$ cat src/rtl/ram_arbiter.sv
// Round-robin share of one write-first 1-cycle RAM between fetch (port 0) and LSU (port 1); sub-word stores via RMW.
// Latency accept->rsp: 1 cycle (read/full write), 2 cycles (partial write); no rsp backpressure, ready only in IDLE.
module ram_arbiter #(
    parameter  int DEPTH      = 2**16,
    parameter  int DATA_WIDTH = 32,
    localparam int AW         = $clog2(DEPTH),
    localparam int BW         = DATA_WIDTH / 8
) (
    input  logic                  i_clk,
    input  logic                  i_rst,
    input  logic                  i_req0_valid,
    output logic                  o_req0_ready,
    input  logic                  i_req0_we,
    input  logic [AW-1:0]         i_req0_addr,
    input  logic [BW-1:0]         i_req0_be,
    input  logic [DATA_WIDTH-1:0] i_req0_wdata,
    output logic                  o_rsp0_valid,
    output logic [DATA_WIDTH-1:0] o_rsp0_rdata,
    input  logic                  i_req1_valid,
    output logic                  o_req1_ready,
    input  logic                  i_req1_we,
    input  logic [AW-1:0]         i_req1_addr,
    input  logic [BW-1:0]         i_req1_be,
    input  logic [DATA_WIDTH-1:0] i_req1_wdata,
    output logic                  o_rsp1_valid,
    output logic [DATA_WIDTH-1:0] o_rsp1_rdata,
    output logic                  o_ram_en,
    output logic                  o_ram_we,
    output logic [AW-1:0]         o_ram_addr,
    output logic [DATA_WIDTH-1:0] o_ram_wdata,
    input  logic [DATA_WIDTH-1:0] i_ram_rdata
);

    typedef enum logic [1:0] {IDLE, RESP, MERGE} state_t;

    state_t                state_q, state_d;
    logic                  rr_ptr_q, rr_ptr_d;
    logic                  gnt_q, gnt_d;
    logic [AW-1:0]         addr_q, addr_d;
    logic [BW-1:0]         be_q, be_d;
    logic [DATA_WIDTH-1:0] wdata_q, wdata_d;

    logic                  any_vld;
    logic                  gnt_c;
    logic                  req_we;
    logic [AW-1:0]         req_addr;
    logic [BW-1:0]         req_be;
    logic [DATA_WIDTH-1:0] req_wdata;
    logic [DATA_WIDTH-1:0] merged;

    // Tie goes to rr_ptr; otherwise the single valid port wins.
    assign any_vld   = i_req0_valid | i_req1_valid;
    assign gnt_c     = (i_req0_valid & i_req1_valid) ? rr_ptr_q : i_req1_valid;
    assign req_we    = gnt_c ? i_req1_we    : i_req0_we;
    assign req_addr  = gnt_c ? i_req1_addr  : i_req0_addr;
    assign req_be    = gnt_c ? i_req1_be    : i_req0_be;
    assign req_wdata = gnt_c ? i_req1_wdata : i_req0_wdata;

    always_comb begin
        merged = '0;
        for (int k = 0; k < BW; k++) begin
            merged[8*k +: 8] = be_q[k] ? wdata_q[8*k +: 8] : i_ram_rdata[8*k +: 8];
        end
    end

    always_comb begin
        state_d      = state_q;
        rr_ptr_d     = rr_ptr_q;
        gnt_d        = gnt_q;
        addr_d       = addr_q;
        be_d         = be_q;
        wdata_d      = wdata_q;
        o_req0_ready = 1'b0;
        o_req1_ready = 1'b0;
        o_rsp0_valid = 1'b0;
        o_rsp1_valid = 1'b0;
        o_rsp0_rdata = '0;
        o_rsp1_rdata = '0;
        o_ram_en     = 1'b0;
        o_ram_we     = 1'b0;
        o_ram_addr   = '0;
        o_ram_wdata  = '0;

        case (state_q)
            IDLE: begin
                if (any_vld) begin
                    o_req0_ready = ~gnt_c;
                    o_req1_ready = gnt_c;
                    rr_ptr_d     = ~gnt_c;
                    gnt_d        = gnt_c;
                    addr_d       = req_addr;
                    be_d         = req_be;
                    wdata_d      = req_wdata;
                    o_ram_en     = 1'b1;
                    o_ram_addr   = req_addr;
                    if (req_we && (&req_be)) begin
                        o_ram_we    = 1'b1;
                        o_ram_wdata = req_wdata;
                        state_d     = RESP;
                    end else if (req_we && (|req_be)) begin
                        // Fetch the old word; bytes are merged next cycle.
                        state_d = MERGE;
                    end else begin
                        state_d = RESP;
                    end
                end
            end
            MERGE: begin
                o_ram_en    = 1'b1;
                o_ram_we    = 1'b1;
                o_ram_addr  = addr_q;
                o_ram_wdata = merged;
                state_d     = RESP;
            end
            RESP: begin
                // Write-first RAM returns the stored word for writes too.
                o_rsp0_valid = ~gnt_q;
                o_rsp1_valid = gnt_q;
                o_rsp0_rdata = gnt_q ? '0 : i_ram_rdata;
                o_rsp1_rdata = gnt_q ? i_ram_rdata : '0;
                state_d      = IDLE;
            end
            default: state_d = IDLE;
        endcase

        if (i_rst) begin
            o_req0_ready = 1'b0;
            o_req1_ready = 1'b0;
            o_rsp0_valid = 1'b0;
            o_rsp1_valid = 1'b0;
            o_rsp0_rdata = '0;
            o_rsp1_rdata = '0;
            o_ram_en     = 1'b0;
            o_ram_we     = 1'b0;
            o_ram_addr   = '0;
            o_ram_wdata  = '0;
        end
    end

    always_ff @(posedge i_clk or posedge i_rst) begin
        if (i_rst) begin
            state_q  <= IDLE;
            rr_ptr_q <= 1'b0;
            gnt_q    <= 1'b0;
            addr_q   <= '0;
            be_q     <= '0;
            wdata_q  <= '0;
        end else begin
            state_q  <= state_d;
            rr_ptr_q <= rr_ptr_d;
            gnt_q    <= gnt_d;
            addr_q   <= addr_d;
            be_q     <= be_d;
            wdata_q  <= wdata_d;
        end
    end

endmodule
$ cat config.mk
export PLATFORM = sky130hd
export DESIGN_NAME = ram_arbiter
export DESIGN_NICKNAME = d
export VERILOG_FILES = /design/src/rtl/ram_arbiter.sv
export SDC_FILE = /design/constraint.sdc
export NUM_CORES = 1
export LEC_CHECK = 0
export CAP_MARGIN = 30
export CELL_PAD_IN_SITES_DETAIL_PLACEMENT = 0
export CELL_PAD_IN_SITES_GLOBAL_PLACEMENT = 1
export CORE_MARGIN = 2
export CORE_UTILIZATION = 25
export DETAILED_ROUTE_END_ITERATION = 8
export GPL_TIMING_DRIVEN = 1
export PLACE_DENSITY_LB_ADDON = 0.1
export SKIP_LAST_GASP = 1
export SYNTH_ARGS = -nofsm -noshare
export SYNTH_HDL_FRONTEND = slang
export SYNTH_SLANG_ARGS = --single-unit
export TNS_END_PERCENT = 20
$ cat constraint.sdc
create_clock -name i_clk -period 5.09 [get_ports i_clk]
set_input_delay 1.018 -clock i_clk [delete_from_list [all_inputs] [get_ports i_clk]]
set_output_delay 1.018 -clock i_clk [all_outputs]
set_load 0.01 [all_outputs]
-- Yosys cells after proc, flatten, opt, wreduce, memory -nomap -nowiden
Cells that the tools add are included.
- bits in latches: 0
- register bits: 56
- bits of input ports: 142
- memories: 0
- memory bits (read-only): 0
- RAM bits: 0
- divide/modulo/power cells: 0
- shift operators: 0
- eq/ne operators: 3
- multipliers: 0
- $add $sub $neg: 0
- magnitude comparators: 0
- reduce and logical (&&, ||, !) cells: 6
- bitwise logic cells: 4
- multiplexer cells: 43
- operators with widths (operator ; count):
    32-bit two-way mux ; 10
    32-bit one-hot mux with 2 select lines ; 1
    16-bit two-way mux ; 3
    8-bit two-way mux ; 4
    16-bit one-hot mux with 2 select lines ; 1
    1-bit two-way mux ; 17
    2-bit two-way mux ; 3
    4-bit two-way mux ; 1
    1-bit one-hot mux with 2 select lines ; 2
    2-bit one-hot mux with 2 select lines ; 1
    4-bit AND reduction ; 1
    4-bit OR reduction ; 1
    2-bit by 1-bit equality test with 1-bit output (second input constant) ; 1
    2-bit equality test (second input constant) ; 1
    1-bit logical AND ; 2
    2-bit zero test ; 1
    2-bit != test (second input constant) ; 1
    1-bit inverter ; 2
    2-bit AND reduction ; 1
    1-bit AND ; 1
    1-bit bitwise OR ; 1

-- Longest topological paths before layout
- depth in word-level cells: 9
- depth in mapped cells: 7
- depth with buffers taken out: 4

-- Worst setup path before layout
OpenSTA, ideal clock, no wires.
- path type: input -> output
- start: input port i_rst
- end: output port o_ram_wdata[10]
- setup slack: 0.794 ns
- path buffers: 2
- required time: 4.072 ns
- arrival time: 3.278 ns
- stages: 5
- cells stage by stage: buf_2 -> inv_1 -> o211ai_1 -> buf_2 -> o22ai_1
- word-level cells in the longest chain between the ends: 1
- RTL lines (what ; RTL line ; source):
    start: declaration ; 10 ; input logic i_rst,
    32-bit two-way mux ; 126 ; if (i_rst) begin
    end: declaration ; 30 ; output logic [DATA_WIDTH-1:0] o_ram_wdata,
Every way passes these cells.

-- Worst setup path in the final report
- start: input port i_req1_valid
- end: output port o_ram_addr[0]
- word-level cells in the longest chain between the ends: 6
- elaborated cells between the ends (all ways): 7
- classes of those cells: mux (5); bitwise (2)
- RTL lines (what ; RTL line ; source):
    start: declaration ; 19 ; input logic i_req1_valid,
    1-bit AND ; 53 ; assign gnt_c = (i_req0_valid & i_req1_valid) ? rr_ptr_q : i_req1_valid;
    1-bit two-way mux ; 53 ;
    16-bit two-way mux ; 55 ; assign req_addr = gnt_c ? i_req1_addr : i_req0_addr;
    16-bit two-way mux * ; 86 ; if (any_vld) begin
    16-bit one-hot mux with 2 select lines * ; 84 ; case (state_q)
    16-bit two-way mux * ; 126 ;
    end: declaration ; 29 ; output logic [AW-1:0] o_ram_addr,
Mark *: on every way between the ends. The rest lies on a longest branch, timed or not.

==> summary.md <==
| Metric | Value |
|---|---|
| Outcome | completed |
| Critical path class | primary input to primary output |
| Layout fillers | ~1,500 |
| RePlAce Congestion | 0.7714 |
| Detail Route Antenna Nets | 0 |
| Vias in the first global route | about 4,200 |
| Synth Area in Compound Gates | 0.1741 |
| Most frequent cells in the layout | clkdlybuf4s50_1, nand2_1, mux2i_1 |
| Post-synthesis register bit count | 56 |
| TritonCTS clock tree | done |
| CP endpoint kind | primary output |
| CTS Buf Count | 5 |
| DR WL/cell | between 15 and 20 um |
| Multi-input gate area | roughly 0.0023 mm2 |
| PortBufs | 259 |
| Post-DP HPWL | 11,440 um |
| Synthesized Nets | slightly below 600 |
| DR DRC count | 0 |
| Max Slew Vio Count | 0 |
| Post-CTS Hold Buffers | 0 |
| Multiplexer share of the synthesized area | 0.1774 |
| Clock Latency Late Sink | between 200 and 300 ps |
| Min-delay worst type | flip-flop to flip-flop |
| Sequential cell area | between 0.001 and 0.0015 mm2 |
| Synth area leaders | dfrtp_1, mux2i_1, and2_1 |
| Largest family of logic cells by synthesized area | simple AND/OR/NAND/NOR gates |
| P per Cell Area | around 340 mW/mm2 |
| Post-synthesis xor/xnor area fraction | 0 |
| Vias | a little over 4,000 |
| Die area | about 0.016 mm2 |
| Global-route usage over all layers | 0.1817 |
| Final setup viols | 0 |
| Period utilisation layout | 0.8900 |
| Final #Nets | around 830 |
| Worst Max-Slew Pin Slew | around 760 ps |
| 1st-iter DRT viols | 169 |
| Worst Path Required | a little over 4000 ps |
| Total gr overflow | 0 |
| DR pass1 iterations | 4 |
| Met3 capacity usage during global routing | 0.03506 |
| Clk_skew | 5.973 ps |
| Ant. Diodes | 0 |
| Register area share after synthesis | 0.3652 |
| Final Hold Viols | 0 |
| Post-layout min period | 4530 ps |
| Initial antenna violation count | 0 |
| Unique cell type count in the Yosys netlist | 34 |
| Fmax | 220.7 MHz |
| Most common cell after layout, fill and taps aside | clkdlybuf4s50_1 |
| Unrepaired setup endpoints after global routing | false |
| Synthesized area per cell | 8.509 um2 |
| CTS resizes | 0 |
| Mapped Cells | about 450 |
| Setup WS post-layout | 559.8 ps |
| Vias per cell | 4.712 |
| GR peak layer | met2 |
| Post-Syn Area | between 0.003 and 0.004 mm2 |
| Share of layout cells above drive strength 1 | 0.03623 |
| Worst reg2reg setup slack | just over 3000 ps |
| Place WS | roughly 550 ps |
| Slew headroom | 0.4950 |
| Worst IR Drop VDD | 178.6 uV |
| Core footprint | approximately 0.015 mm2 |
| P_leak | 2.803 nW |
| Max-cap violations | 0 |
| Fin Setup TNS | 0 ps |
| Post-CTS Setup Inserts | 0 |
| Post-synthesis adder-cell area fraction | 0 |
| Fin util | 0.4479 |
| CP arrival | around 3500 ps |
| Largest net degree at the start of global routing | 68 |
| Area grow syn2layout | 76.13% |
| Crit start category | primary input |
| Met2 usage | 0.3256 |
| Met1 Use GR | 0.2289 |
| Die Y-Extent | around 130 um |
| CTS max path bufs | 2 |
| H-tree depth | 2 |
| Post-synth top area share | 0.3652 |
| Final WL | about 15,000 um |
| Power Total | 2.302 mW |
| Global-route wire length before repair | roughly 23,000 um |
| Initial Util | 0.2543 |
| Die W | approximately 130 um |
| Post-Synth Simple-Gate Area | 0.2351 |
| Clock sink count | 56 |
| Crit-path max FO | 16 |
| Cell accounting for the most synthesized area | dfrtp_1 |
| Ys Warns | 0 |
| Clock root cell | clkbuf_16 |
| IO Pins | 260 |
| CTS clk-pin slew, worst paths | 70 ps |
| # rows | 45 |
-- sequential cells by signal, summed over array words and instances, names as in the netlist --
register / flops
rr_ptr_q: 1
gnt_q: 1
wdata_q: 32
be_q: 4
state_q: 2
addr_q: 16
-- layout make-up --
cell class / instances / area share
Timing Repair Buffer: 268 / 0.3991
Multi-Input combinational cell: 355 / 0.3351
Sequential cell: 56 / 0.2073
Tap cell: 188 / 0.03480
Clock buffer: 6 / 0.02055
Inverter: 3 / 0.001666
Clock inverter: 2 / 0.001481
-- where the power goes --
group          total (mW)  leakage (nW)  switching [mW]  internal [mW]
registers           0.843         0.684           0.185          0.658
clock network       0.357        0.0766           0.162          0.195
logic                1.10          2.04           0.520          0.582
-- cells by family (layout without fill, tap and decap cells) --
| group | count (synthesis) | in the layout |
|---|---|---|
| buffers and inverters | 40 | 279 |
| DFF | 56 | 56 |
| AOI/OAI and AO/OA | 110 | 110 |
| and+or+nand+nor | 177 | 177 |
| muxes | 68 | 68 |
-- path summary, 6_finish.rpt --
path                                              from                 endpoint  cells past startpoint
worst max register to register  state_q[1]$_DFFE_PP0P_  wdata_q[24]$_DFFE_PP0P_                      4
max in group asynchronous                        i_rst    addr_q[0]$_DFFE_PP0P_                      3
worst min register to register   addr_q[5]$_DFFE_PP0P_    addr_q[5]$_DFFE_PP0P_                      2
min in group asynchronous                        i_rst     rr_ptr_q$_DFFE_PP0P_                      3
worst max-delay path                      i_req1_valid            o_ram_addr[0]                      6
worst min-delay path             addr_q[5]$_DFFE_PP0P_    addr_q[5]$_DFFE_PP0P_                      2
-- worst max-delay path: stages --
cell	delay, ps
clkdlybuf4s50_1	690
inv_1	180
nor3_4	620
a22oi_1	220
a21oi_1	200
clkdlybuf4s50_1	580
-- synthesized netlist by cell type, drive strengths merged --
master   count
a22oi       14
mux2i       68
clkbuf      13
nand2       87
a211oi       4
nor4b        1
nand3        3
nor2         4
a21o         3
buf         24
nor3         5
o21ai       39
inv          3
and4bb       1
a21oi       14
nand4        2
o211ai       1
o22ai       32
o2111ai      1
and2        66
o31ai        1
or2          2
nor2b        1
dfrtp       56
nand2b       2
o31a         1
and2b        1
or4          2
-- metrics by stage --
stage | instance area, um2 | hold WS, ps | instances
after global placement | 6610 | 461.0 | 870
after floorplan | 3837 | 446.2 | 451
after global routing | 6759 | 501.0 | 878
after detailed placement | 6610 | 462.8 | 870
final | 6759 | 475.5 | 878
after CTS | 6759 | 480.6 | 878
-- per-layer routing --
layer	routed length, um	part of all wire	vias up
met5	0	0	-
met4	148	0.0098	0
met3	953	0.063	10
met2	7423	0.49	154
met1	6631	0.44	1920
li1	-	-	2053
No activity file was read; power rests on OpenSTA's default activity.
